### src/rtl/win_pkg.sv
// rtl/win_pkg.sv - shared constants, state encoding and window helper for win3x3_stream_gen
// Purpose: default pixel width, window tap indices (row-major, w0 = top-left),
//          FSM state encoding and a helper that extracts one tap from a packed window.
// Ports:   none (package).
package win_pkg;

    localparam int PIX_W_DEF = 8;

    localparam int W_TL = 0;
    localparam int W_TC = 1;
    localparam int W_TR = 2;
    localparam int W_ML = 3;
    localparam int W_MC = 4;
    localparam int W_MR = 5;
    localparam int W_BL = 6;
    localparam int W_BC = 7;
    localparam int W_BR = 8;

    typedef enum logic [1:0] {
        ST_IDLE  = 2'd0,
        ST_RUN   = 2'd1,
        ST_FLUSH = 2'd2
    } state_t;

    function automatic logic [PIX_W_DEF-1:0] win_pix(input logic [9*PIX_W_DEF-1:0] win, input int k);
        return win[k*PIX_W_DEF +: PIX_W_DEF];
    endfunction

endpackage

### src/rtl/win3x3_stream_gen_if.sv
// rtl/win3x3_stream_gen_if.sv - pixel input and window output handshake bundle
// Purpose: groups the pixel stream (in_*) and the window stream (out_*).
// Ports:   in_valid/in_ready/in_pixel  pixel stream into the generator
//          out_valid/out_ready/out_win/out_row/out_col  window stream out
// Modports: slave = generator side, master = source/sink side.
interface win3x3_stream_gen_if #(
    parameter int PIX_W = 8,
    parameter int CNT_W = 16
);
    logic               in_valid;
    logic               in_ready;
    logic [PIX_W-1:0]   in_pixel;
    logic               out_valid;
    logic               out_ready;
    logic [9*PIX_W-1:0] out_win;
    logic [CNT_W-1:0]   out_row;
    logic [CNT_W-1:0]   out_col;

    modport slave (
        input  in_valid, in_pixel, out_ready,
        output in_ready, out_valid, out_win, out_row, out_col
    );

    modport master (
        output in_valid, in_pixel, out_ready,
        input  in_ready, out_valid, out_win, out_row, out_col
    );
endinterface

### src/rtl/line_buffer.sv
// rtl/line_buffer.sv - one image line of pixel storage
// Purpose: DEPTH x W memory, synchronous write, asynchronous read, shared address.
// Ports:   clk, we (write enable), addr, wdata, rdata (combinational read of addr).
module line_buffer #(
    parameter int DEPTH = 258,
    parameter int W     = 8,
    parameter int AW    = $clog2(DEPTH)
) (
    input  logic          clk,
    input  logic          we,
    input  logic [AW-1:0] addr,
    input  logic [W-1:0]  wdata,
    output logic [W-1:0]  rdata
);
    logic [W-1:0] mem [DEPTH];

    always_ff @(posedge clk) begin
        if (we) begin
            mem[addr] <= wdata;
        end
    end

    // Read-before-write: the old value at addr is seen in the same cycle it is overwritten.
    assign rdata = mem[addr];
endmodule

### src/rtl/win3x3_stream_gen.sv
// rtl/win3x3_stream_gen.sv - streaming 3x3 neighbourhood generator for a pre-padded frame
// Purpose: takes a padded frame in raster order and emits one 3x3 window per interior
//          pixel using two line buffers and a 3x3 register window.
// Ports:   clk, rst (sync, active-high), start (arms a frame in IDLE),
//          s (win3x3_stream_gen_if.slave: pixel in, window out with centre row/col),
//          busy (not IDLE), done (pulse when last window is consumed),
//          stall_cnt (only with WIN3X3_STALL_CNT_EN: out_valid && !out_ready cycles this frame).
// Config:  WIN3X3_STALL_CNT_EN
module win3x3_stream_gen
    import win_pkg::*;
#(
    parameter int PIX_W = PIX_W_DEF,
    parameter int IMG_W = 258,
    parameter int IMG_H = 258,
    parameter int CNT_W = 16
) (
    input  logic                clk,
    input  logic                rst,
    input  logic                start,
    win3x3_stream_gen_if.slave  s,
    output logic                busy,
    output logic                done
`ifdef WIN3X3_STALL_CNT_EN
    ,
    output logic [31:0]         stall_cnt
`endif
);
    localparam int              AW     = $clog2(IMG_W);
    localparam logic [CNT_W-1:0] LAST_C = CNT_W'(IMG_W - 1);
    localparam logic [CNT_W-1:0] LAST_R = CNT_W'(IMG_H - 1);
    localparam logic [CNT_W-1:0] ONE    = CNT_W'(1);
    localparam logic [CNT_W-1:0] TWO    = CNT_W'(2);

    state_t             state, state_nxt;
    logic [CNT_W-1:0]   row, col;
    logic [PIX_W-1:0]   win     [9];
    logic [PIX_W-1:0]   win_nxt [9];
    logic [9*PIX_W-1:0] win_flat;
    logic [PIX_W-1:0]   lb0_rd, lb1_rd;
    logic               out_free, accept, last_pix, produce, arm;

    // Single output register, no skid: input stalls whenever a held window is not taken.
    assign out_free   = !s.out_valid || s.out_ready;
    assign s.in_ready = (state == ST_RUN) && out_free;
    assign accept     = s.in_valid && s.in_ready;
    assign last_pix   = (row == LAST_R) && (col == LAST_C);
    // c>=2 also masks the stale columns that wrapped in from the previous row.
    assign produce    = accept && (row >= TWO) && (col >= TWO);
    assign arm        = (state == ST_IDLE) && start;
    assign busy       = (state != ST_IDLE);

    line_buffer #(.DEPTH(IMG_W), .W(PIX_W)) u_lb0 (
        .clk   (clk),
        .we    (accept),
        .addr  (col[AW-1:0]),
        .wdata (s.in_pixel),
        .rdata (lb0_rd)
    );

    line_buffer #(.DEPTH(IMG_W), .W(PIX_W)) u_lb1 (
        .clk   (clk),
        .we    (accept),
        .addr  (col[AW-1:0]),
        .wdata (lb0_rd),
        .rdata (lb1_rd)
    );

    always_ff @(posedge clk) begin
        if (rst) begin
            state <= ST_IDLE;
        end else begin
            state <= state_nxt;
        end
    end

    always_comb begin
        state_nxt = state;
        done      = 1'b0;
        case (state)
            ST_IDLE:  if (start) state_nxt = ST_RUN;
            ST_RUN:   if (accept && last_pix) state_nxt = ST_FLUSH;
            ST_FLUSH: begin
                if (out_free) begin
                    state_nxt = ST_IDLE;
                    done      = 1'b1;
                end
            end
            default:  state_nxt = ST_IDLE;
        endcase
    end

    // Shift left by one column; the new right column is {lb1[c], lb0[c], p} top to bottom.
    always_comb begin
        for (int k = 0; k < 3; k++) begin
            win_nxt[3*k]     = win[3*k+1];
            win_nxt[3*k + 1] = win[3*k+2];
            win_nxt[3*k + 2] = win[3*k+2];
        end
        win_nxt[W_TR] = lb1_rd;
        win_nxt[W_MR] = lb0_rd;
        win_nxt[W_BR] = s.in_pixel;
        win_flat = '0;
        for (int k = 0; k < 9; k++) begin
            win_flat[k*PIX_W +: PIX_W] = win_nxt[k];
        end
    end

    always_ff @(posedge clk) begin
        if (rst) begin
            row         <= '0;
            col         <= '0;
            s.out_valid <= 1'b0;
            s.out_win   <= '0;
            s.out_row   <= '0;
            s.out_col   <= '0;
            for (int k = 0; k < 9; k++) begin
                win[k] <= '0;
            end
        end else begin
            if (arm) begin
                row <= '0;
                col <= '0;
            end else if (accept) begin
                if (col == LAST_C) begin
                    col <= '0;
                    row <= row + ONE;
                end else begin
                    col <= col + ONE;
                end
            end
            if (accept) begin
                for (int k = 0; k < 9; k++) begin
                    win[k] <= win_nxt[k];
                end
            end
            if (produce) begin
                s.out_valid <= 1'b1;
                s.out_win   <= win_flat;
                s.out_row   <= row - ONE;
                s.out_col   <= col - ONE;
            end else if (s.out_ready) begin
                s.out_valid <= 1'b0;
            end
        end
    end

`ifdef WIN3X3_STALL_CNT_EN
    always_ff @(posedge clk) begin
        if (rst || arm) begin
            stall_cnt <= '0;
        end else if (s.out_valid && !s.out_ready && (stall_cnt != '1)) begin
            stall_cnt <= stall_cnt + 32'd1;
        end
    end
`endif

endmodule

### src/flat_wrapper.sv
// flat-port wrapper written by rule: the top's interface ports become plain ports
module win3x3_stream_gen_flat import win_pkg::*;
#(
    parameter int PIX_W = PIX_W_DEF,
    parameter int IMG_W = 258,
    parameter int IMG_H = 258,
    parameter int CNT_W = 16
)
  (clk, rst, start, busy, done, s_in_valid, s_in_pixel, s_out_ready, s_in_ready, s_out_valid, s_out_win, s_out_row, s_out_col);
  win3x3_stream_gen_if #(.PIX_W(PIX_W), .CNT_W(CNT_W)) s_i ();
  input  logic clk;
  input  logic rst;
  input  logic start;
  output logic busy;
  output logic done;
  input wire logic [$bits(s_i.in_valid)-1:0] s_in_valid;
  input wire logic [$bits(s_i.in_pixel)-1:0] s_in_pixel;
  input wire logic [$bits(s_i.out_ready)-1:0] s_out_ready;
  output wire logic [$bits(s_i.in_ready)-1:0] s_in_ready;
  output wire logic [$bits(s_i.out_valid)-1:0] s_out_valid;
  output wire logic [$bits(s_i.out_win)-1:0] s_out_win;
  output wire logic [$bits(s_i.out_row)-1:0] s_out_row;
  output wire logic [$bits(s_i.out_col)-1:0] s_out_col;
  assign s_i.in_valid = s_in_valid;
  assign s_i.in_pixel = s_in_pixel;
  assign s_i.out_ready = s_out_ready;
  assign s_in_ready = s_i.in_ready;
  assign s_out_valid = s_i.out_valid;
  assign s_out_win = s_i.out_win;
  assign s_out_row = s_i.out_row;
  assign s_out_col = s_i.out_col;
  win3x3_stream_gen #(.PIX_W(PIX_W), .IMG_W(IMG_W), .IMG_H(IMG_H), .CNT_W(CNT_W)) u_core (.clk(clk), .rst(rst), .start(start), .s(s_i), .busy(busy), .done(done));
endmodule
### config.mk
export PLATFORM = sky130hd
export DESIGN_NAME = win3x3_stream_gen_flat
export DESIGN_NICKNAME = d
export VERILOG_FILES = /design/src/rtl/win_pkg.sv /design/src/rtl/win3x3_stream_gen_if.sv /design/src/rtl/line_buffer.sv /design/src/rtl/win3x3_stream_gen.sv /design/src/flat_wrapper.sv
export SDC_FILE = /design/constraint.sdc
export NUM_CORES = 2
export LEC_CHECK = 0
export CAP_MARGIN = 30
export CORE_MARGIN = 4
export CORE_UTILIZATION = 35
export CTS_BUF_LIST = sky130_fd_sc_hd__clkbuf_16
export CTS_CLUSTER_DIAMETER = 150
export DETAILED_ROUTE_END_ITERATION = 10
export GPL_TIMING_DRIVEN = 0
export SYNTH_ARGS = -nofsm -noshare
export SYNTH_HDL_FRONTEND = slang
export SYNTH_MEMORY_MAX_BITS = 65536
export SYNTH_SLANG_ARGS = --single-unit
### constraint.sdc
create_clock -name clk -period 15.5 [get_ports clk]
set_input_delay 3.1 -clock clk [delete_from_list [all_inputs] [get_ports clk]]
set_output_delay 3.1 -clock clk [all_outputs]
set_load 0.02 [all_outputs]
==> impl_results.md <==
- Status: finished with violations
- Failing checks: design-rule violations
- Clk slew on worst S/H paths: roughly 0.060 ns
- Area leader, netlist: edfxtp_1
- Synth Flop Type: edfxtp_1
- Number of global-route vias before repair: 93,100
- CTS Root Cell: clkbuf_16
- Hpwl dp: around 600,000 um
- Critical path peak fanout: 25
- HP Class: reg -> reg
- Share of layout cells above drive strength 1: 0.288
- Count of input and output buffers: 120
- DR pass1 iterations: 11
- CP arrival: about 10 ns
- Clk buf depth: 4
- RSZ-0062 raised after global routing: false
- Yosys top cell area share: 0.754
- Fillcell total: between 40,000 and 50,000
- Dpl ws: approximately 7.3 ns
- Post-route worst setup slack: between 6 and 7 ns
- Fin Clk Skew: around 0.083 ns
- Startpoint Class: flip-flop
- Largest net degree at the start of global routing: 138
- Fin nets: 9,108
- Via/cell ratio: between 6 and 7
- CTS tree: yes
- Antenna viol nets, final: 0
- H-tree lvl count: 5
- Die area: between 400,000 and 500,000 sq um
- WL/cell: 53.4 um
- WP data required: roughly 16 ns
- Final setup violation count: 0
- Final Routed Wirelength: around 840,000 um
- Worst slew pin tran: 1.43 ns
- Die H: approximately 700 um
- Final worst-path cycle share: 0.586
- Leakage power total: between 60 and 70 nW
- Top post-synthesis cells by count: edfxtp_1 (4,176), mux4_2 (922), nor2_1 (422), mux2i_1 (281), nand2_1 (261)
- Post-Syn Area: 166,000 sq um
- Fin. max-slew vios: 0
- Library cells used by synthesis: a little under 90
- Hold WS: roughly 0.46 ns
- Critical Path Max Stage Delay: around 0.85 ns
- Sequential area share after synthesis: 0.772
- Most common cell in the netlist: edfxtp_1
- Syn_nets: 8,049
- Max cap viols: 0
- Core Region: 472,000 sq um
- Crit-path slowest cell: dfxtp_1
- CP Capture Type: flip-flop
- # Post-CTS Setup Buffers: 0
- PD cells: 121 nW/um^2
- Global-route wire length before repair: roughly 1,000,000 um
- Async S/R FF share, synth: 0
- Clock sink count: about 4,300
- Min Tclk post-route: ~9.1 ns
- Number of synthesized flops with an enable pin: 4,176
- Final setup TNS: 0 ns
- Post_cts resized: 0
- Initial antenna violation count: ~120
- Endpoints failing hold: 0
- Synthesized instance count: 8,027
- Vias: between 100k and 150k
- Peak Freq: approximately 110 MHz
- GRT Residual Overflow: 0
- Max VDD drop: between 0.09 and 0.1 mV
- Remaining DRCs: 4
- Die width: roughly 700 um
- Synth Area per Inst: roughly 21 sq um
- YS warnings: 0
- Gp weighted congestion: ~1.1
- Ports: around 120
- Critical-path cell list: buf_2, buf_2, clkinv_1, buf_12, buf_2, clkbuf_2, nand4_1, nand4_1, nor4_2, buf_4, and3_1, a31oi_4, buf_12, buf_12, buf_16
- Skew-Pair Late Insertion Delay: between 1 and 1.5 ns
- Total Routing Usage GR: 0.337
- Synth top area cells: edfxtp_1 (75%), mux4_2 (12%), dfxtp_1 (1.8%)
- CTS Hold Bufs: 0
- Cell Rows: roughly 250
- WS Path Type: reg -> reg
- Area of the multi-input gates: about 37,000 sq um
- Reg area: between 100,000 and 150,000 sq um
- Syn-to-layout area delta: 20.3%
- Hold path start: u_core.s.out_win[54]
- Initial Util: 0.352
- Relative slew slack: 0.0486
- Iter 0 DRT Violations: between 20,000 and 25,000
- Synth Register Bits: about 4,300
- TritonCTS Buffers: 436
## placed cells by master (no fill, tap or decap), types with 37 or more instances in the layout
cell type / count
edfxtp_1: 4176
mux4_2: 922
clkbuf_16: 445
mux2i_1: 281
nand2_1: 260
a22oi_1: 206
nand3_1: 176
buf_8: 176
buf_2: 168
nor2_1: 157
nor2_2: 148
dfxtp_1: 148
clkbuf_1: 136
buf_4: 135
buf_12: 131
nor2_4: 118
inv_1: 115
buf_16: 113
clkdlybuf4s50_1: 112
diode_2: 109
a21oi_1: 106
clkinv_1: 104
clkinv_2: 80
o22ai_1: 70
nand4_1: 63
buf_6: 55
clkbuf_2: 53
and2_1: 53
nor3_1: 49
a211oi_1: 46
mux2_2: 41
a221oi_1: 39
a22o_1: 37
## layer usage
layer | up-vias | share of wire | track usage
li1 | 35700 | - | -
met1 | 55900 | 0.34 | 0.409
met2 | 11100 | 0.41 | 0.458
met3 | 2325 | 0.16 | 0.171
met4 | 57 | 0.084 | 0.244
met5 | - | 0.00091 | 0.000490
## final timing paths
path,endpoint,slack (ns),cells after the start
setup / recovery,u_core.u_lb1.mem[134][1],6.42,15
hold / removal,u_core.s.out_win[54],0.46,2
setup reg to reg,u_core.u_lb1.mem[134][1],6.42,15
hold reg to reg,u_core.s.out_win[54],0.46,2
## layout make-up
class	instances	area share
Antenna cell	109	0.00136
Tap cell	6223	0.0389
Sequential cell	4324	0.642
Buffer	486	0.0133
Clock buffer	444	0.0556
Clock inverter	353	0.0133
Inverter	16	0.000307
Multi-Input combinational cell	3201	0.184
Timing Repair Buffer	621	0.0513
## where the power goes
part	total, mW	switching (mW)	internal [mW]
sequential	12.8	0.00433	12.8
combinational	0.933	0.699	0.234
clock	10.4	4.73	5.66
## registers in the layout (all words and copies together) (netlist names), named ones only
register            cells
u_core.u_lb0.mem     2064
u_core.u_lb1.mem     2064
u_core.s.out_win       72
u_core.win             48
u_core.col             16
u_core.row             16
u_core.s.out_col       16
u_core.s.out_row       16
u_core.state            2
u_core.s.out_valid      1
## critical path: cells and delay by family, from the launching register on
family                 cells  cell delay, ns
AO/OA/AOI/OAI              1            0.54
buffers and inverters     10            4.58
flip-flops                 1            0.85
AND/OR/NAND/NOR            4            2.53
## kinds of logic (layout without fill, tap and decap cells)
group,after synthesis,count (layout),synth area share
other cells,0,109,0
flops,4324,4324,0.772
buf+inv,502,1920,0.0159
compound gates,663,663,0.0283
mux,1244,1244,0.145
simple gates,1233,1233,0.0359
xor+xnor,52,52,0.00274
fa+ha+maj,9,9,0.000677
## through the flow
step                power (mW)  utilization  cell area, sq um  cells
finish                    24.2        0.423            200000  15800
global route              24.6        0.423            200000  15700
CTS                       24.1        0.422            199000  15600
detailed placement        14.0        0.393            185000  14800
global placement          14.0        0.371            175000  14400
floorplan                 13.4            -            166000   8027
No activity file was read; power rests on OpenSTA's default activity.
